[src/rtl/accum_batch_ctrl.sv]
// Batch accumulate sequencer: accepts a programmed number of operands over a
// valid/ready stream, sums them into an N-bit accumulator, tracks sticky
// carry / signed overflow, and pulses done with the final result.

// N-bit ripple-carry adder built from a full-adder chain.
module ripple_carry_adder #(
  parameter int unsigned N = 8
) (
  input  logic [N-1:0] a,
  input  logic [N-1:0] b,
  input  logic         cin,
  output logic [N-1:0] s,
  output logic         cout
);

  logic [N:0] c;

  assign c[0] = cin;

  // One full adder per bit, carry rippling upward.
  for (genvar i = 0; i < N; i++) begin : g_fa
    assign s[i]   = a[i] ^ b[i] ^ c[i];
    assign c[i+1] = (a[i] & b[i]) | (c[i] & (a[i] ^ b[i]));
  end

  assign cout = c[N];

endmodule

module accum_batch_ctrl #(
  parameter int unsigned N     = 8,
  parameter int unsigned CNT_W = 4
) (
  input  logic             clk,
  input  logic             aclr,
  input  logic             start,
  input  logic [CNT_W-1:0] count,
  input  logic             in_valid,
  input  logic [N-1:0]     in_data,
  output logic             in_ready,
  output logic             busy,
  output logic             done,
  output logic [N-1:0]     sum,
  output logic             carry,
  output logic             overflow,
  output logic [CNT_W-1:0] ops_left
);

  localparam int unsigned MSB = N - 1;

  typedef enum logic [1:0] {
    S_IDLE  = 2'd0,
    S_ACCUM = 2'd1,
    S_DONE  = 2'd2
  } state_t;

  state_t           state_q, state_d;
  logic [N-1:0]     sum_q, sum_d;
  logic             carry_q, carry_d;
  logic             ovf_q, ovf_d;
  logic [CNT_W-1:0] ops_q, ops_d;

  logic [N-1:0]     add_s;
  logic             add_cout;
  logic             add_ovf_c;

  // Single adder: accumulator plus incoming operand.
  ripple_carry_adder #(.N(N)) u_adder (
    .a    (sum_q),
    .b    (in_data),
    .cin  (1'b0),
    .s    (add_s),
    .cout (add_cout)
  );

  // True two's-complement overflow: like-signed operands, result sign differs.
  assign add_ovf_c = (sum_q[MSB] == in_data[MSB]) && (add_s[MSB] != sum_q[MSB]);

  // State and datapath registers; aclr aborts any batch immediately.
  always_ff @(posedge clk or negedge aclr) begin
    if (!aclr) begin
      state_q <= S_IDLE;
      sum_q   <= '0;
      carry_q <= 1'b0;
      ovf_q   <= 1'b0;
      ops_q   <= '0;
    end else begin
      state_q <= state_d;
      sum_q   <= sum_d;
      carry_q <= carry_d;
      ovf_q   <= ovf_d;
      ops_q   <= ops_d;
    end
  end

  // Next-state and datapath update; everything holds unless a case acts.
  always_comb begin
    state_d = state_q;
    sum_d   = sum_q;
    carry_d = carry_q;
    ovf_d   = ovf_q;
    ops_d   = ops_q;

    case (state_q)
      S_IDLE: begin
        if (start) begin
          sum_d   = '0;
          carry_d = 1'b0;
          ovf_d   = 1'b0;
          ops_d   = count;
          state_d = (count != '0) ? S_ACCUM : S_DONE;
        end
      end

      S_ACCUM: begin
        // in_ready is high throughout ACCUM, so valid alone marks an accept.
        if (in_valid) begin
          sum_d   = add_s;
          carry_d = carry_q | add_cout;
          ovf_d   = ovf_q | add_ovf_c;
          ops_d   = ops_q - CNT_W'(1);
          if (ops_q == CNT_W'(1)) begin
            state_d = S_DONE;
          end
        end
      end

      S_DONE: begin
        state_d = S_IDLE;
      end

      default: begin
        state_d = S_IDLE;
      end
    endcase
  end

  // Handshake and status decode straight from the state register.
  assign in_ready = (state_q == S_ACCUM);
  assign busy     = (state_q != S_IDLE);
  assign done     = (state_q == S_DONE);

  assign sum      = sum_q;
  assign carry    = carry_q;
  assign overflow = ovf_q;
  assign ops_left = ops_q;

endmodule

[config.mk]
export PLATFORM = sky130hd
export DESIGN_NAME = accum_batch_ctrl
export DESIGN_NICKNAME = d
export VERILOG_FILES = /design/src/rtl/accum_batch_ctrl.sv
export SDC_FILE = /design/constraint.sdc
export NUM_CORES = 1
export LEC_CHECK = 0
export ABC_AREA = 1
export BUFFER_PORTS_ARGS = -buffer_cell sky130_fd_sc_hd__buf_2
export CORE_AREA = 5 5 55 57
export DETAILED_ROUTE_END_ITERATION = 8
export DIE_AREA = 0 0 60 62
export PLACE_DENSITY = 0.78
export RECOVER_POWER = 25
export SYNTH_ARGS = -nofsm -noshare
export SYNTH_HDL_FRONTEND = slang
export SYNTH_SLANG_ARGS = --single-unit
[constraint.sdc]
create_clock -name clk -period 3.6 [get_ports clk]
set_input_delay 0.72 -clock clk [delete_from_list [all_inputs] [get_ports clk]]
set_output_delay 0.72 -clock clk [all_outputs]
set_load 0.01 [all_outputs]
==> impl_metrics.tcl <==
set metrics [dict create \
    gp_congestion 0.8549 \
    power.density_cell_area_nw_per_um2 803.4 \
    hpwl_um 1919 \
    r2r_slack_ns 0.09 \
    synth_area_per_cell_um2 8.295 \
    path_buf_inv 4 \
    dr.first_iter.drc_count 43 \
    hold_ws_ns 0.5012 \
    finalNonFillerCells 192 \
    track_usage_pct 15.33 \
    tightestPinTransition_ns 0.9069 \
    violations "setup timing" \
    antenna_found_initial 0 \
    area_growth_pct 22.21 \
    p_leak_nw 0.7220 \
    ioPinCount 33 \
    fmax_mhz 275.9 \
    crit_path_start_kind "input port" \
    ys_warn_count 0 \
    synth_top_area_cell "dfrtp_1" \
    wirelength_um 2384 \
    postSynthCellCount 127 \
    setup_violations 1 \
    antennaDiodeCount 0 \
    port_buffers 32 \
    cp_num_cells 17 \
    clk_latency_ns 0.29 \
    ys_seq_area_share_pct 38.00 \
    cts-root-buf "clkbuf_4" \
    r2r_cells 16 \
    cts_setup_buffers 0 \
    clkSinkCount 16 \
    final_antenna_net_count 0 \
    numCtsBuffers 3 \
    hold_buffers 0 \
    rows 18 \
    fin_crit_sh_pct 100.7 \
    endpoint_kind "flop" \
    drtPass1Iterations 6 \
    routed-via-count 917 \
    avgViaCountPerCell 4.776 \
    synth-seq-cells 16 \
    die_y_um 62 \
    grt_pass1_vias 989 \
    synth_top_cell_area_share_pct 38.00 \
    tns_ns -0.02496 \
    core_um2 2432 \
    start_util_pct 43.31 \
    clkSlewWorstSetupHoldPaths_ns 0.10 \
    slew_headroom_pct 39.54 \
    yosys-top-cells-area "dfrtp_1 38%, fa_1 13%, nand2_1 12%, inv_1 10%, ha_1 4.8%" \
    hold_path_depth 1 \
    dp.cells 188 \
    drv_slew 0 \
    regToRegStartpoint "sum[0]$_DFFE_PN0P_" \
    grt_max_degree 17 \
    criticalPathCategory "in -> reg" \
    crit_path_top_delay_cell "fa_1" \
    hold_start "carry$_DFFE_PN0P_" \
    outcome "finished, violations left" \
    hold_violations 0 \
    drc 0 \
    holdPathEnd "carry$_DFFE_PN0P_" \
    wl_per_cell_um 12.42 \
    synth_area_um2 1054 \
    critPathMaxStageDelay_ns 0.53 \
    fp.dieW_um 60 \
    cpMostUsedCell "fa_2" \
    critPathMaxFanout 3 \
    grt_overflow 0 \
    path_cells "buf_2, ha_1, inv_1, fa_2, fa_2, fa_2, fa_2, inv_1, fa_1, inv_1, fa_2, fa_1, nand2_1, nand3_1, nand2_1, nand3_2, nand2_1" \
    r2r-end "overflow$_DFFE_PN0P_" \
    cpLargestDelayFamily "adder cells" \
    setup_ws_ns -0.02496 \
    fin_worst_skew_ns 0.002028 \
    dieArea_um2 3720 \
    cts_tree "done" \
    h-tree-depth 1 \
    maxCapViolCount 0 \
    ir_drop_v 0.0004277 \
    required_ns 3.80 \
    drive_gt1_share_pct 29.63 \
    synth.distinct_cells 21 \
    grt_pass1_wl_um 4229 \
    clk_path_buf_depth 2 \
    arrival_ns 3.82 \
    min_path_type "reg -> reg" \
    fin_crit_ns 3.625 \
    nNetsFinal 190 \
    syn-num-nets 154 \
    rsz0062_at_grt "yes" \
]
cell usage in the layout, fill, tap and decap left out, types with 2 or more instances in the layout:
master and instances:
clkbuf_4 3, nand3_1 8, fa_2 5, a21oi_1 2
o22ai_1 6, nand2_1 33, fa_1 2, inv_1 28
o21ai_1 2, ha_1 4, nor2_1 8, buf_2 31
dfrtp_1 16, o21ai_0 3
flip-flops by register name, summed over array words and instances, names as in the netlist:
register  count
sum           8
ops_left      4
state_q       2
carry         1
overflow      1
Yosys cell counts:
cell     count
a21oi_1      2
buf_6        1
dfrtp_1     16
fa_1         7
ha_1         4
inv_1       28
inv_2        1
nand2_1     33
nand2_2      1
nand2_4      1
nand3_1      8
nand3_2      1
nand3_4      1
nor2_1       8
nor2_2       1
nor2_4       1
o21a_1       1
o21ai_0      3
o21ai_1      2
o22ai_1      6
or2_2        1
stage by stage:
stage | worst slack (ns) | utilization (%) | power (mW) | area (µm²)
2_1_floorplan | -0.1490 | - | 0.7416 | 1066
3_3_place_gp | -0.2819 | 51.49 | 0.8924 | 1252
3_5_place_dp | -0.4276 | 51.49 | 0.9246 | 1252
4_1_cts | -0.04027 | 52.98 | 1.046 | 1289
5_1_grt | -0.1347 | 52.93 | 1.149 | 1287
6_report | -0.02496 | 52.93 | 1.034 | 1287
worst max-delay path by stage:
stage,to,start
3_5_place_dp,overflow$_DFFE_PN0P_,in_data[0]
6_report,overflow$_DFFE_PN0P_,in_data[0]
2_1_floorplan,overflow$_DFFE_PN0P_,in_data[0]
3_3_place_gp,overflow$_DFFE_PN0P_,in_data[0]
5_1_grt,overflow$_DFFE_PN0P_,in_data[0]
4_1_cts,overflow$_DFFE_PN0P_,in_data[0]
kinds of logic (layout without fill, tap and decap cells):
kind of cell	after synthesis	after routing	share of synthesized area (%)
DFF	16	16	38.00
adders and majority gates	11	11	18.05
and+or+nand+nor	56	56	24.94
buffers and inverters	30	65	11.40
AOI/OAI and AO/OA	14	14	7.601
final cells by class:
cell class	count	area (µm²)
Fill cell	230	1145
Multi-Input combinational cell	81	545.5
Tap cell	30	37.54
Sequential cell	16	400.4
Clock buffer	4	36.28
Timing Repair Buffer	32	158.9
Inverter	29	108.9
power breakdown:
| group | internal (mW) | switching, mW |
|---|---|---|
| logic | 0.233 | 0.352 |
| clock network | 0.0617 | 0.0617 |
| registers | 0.255 | 0.0715 |
| total | 0.549 | 0.485 |
repair_timing:
item | 4_1_cts | 5_1_grt
pin swaps | 1 | 0
endpoints found under the hold margin | 0 | 0
resized for setup | 0 | 0
setup endpoints to repair | 1 | 1
per-layer routing:
metal | global-route usage [%] | vias up | part of all wire, %
met4 | 9.177 | 0 | 2.7
li1 | - | 454 | -
met5 | 0 | - | 0
met1 | 17.62 | 433 | 42
met2 | 26.70 | 23 | 50
met3 | 2.686 | 7 | 5.2
Note: power is estimated with default switching activity, not from simulation.
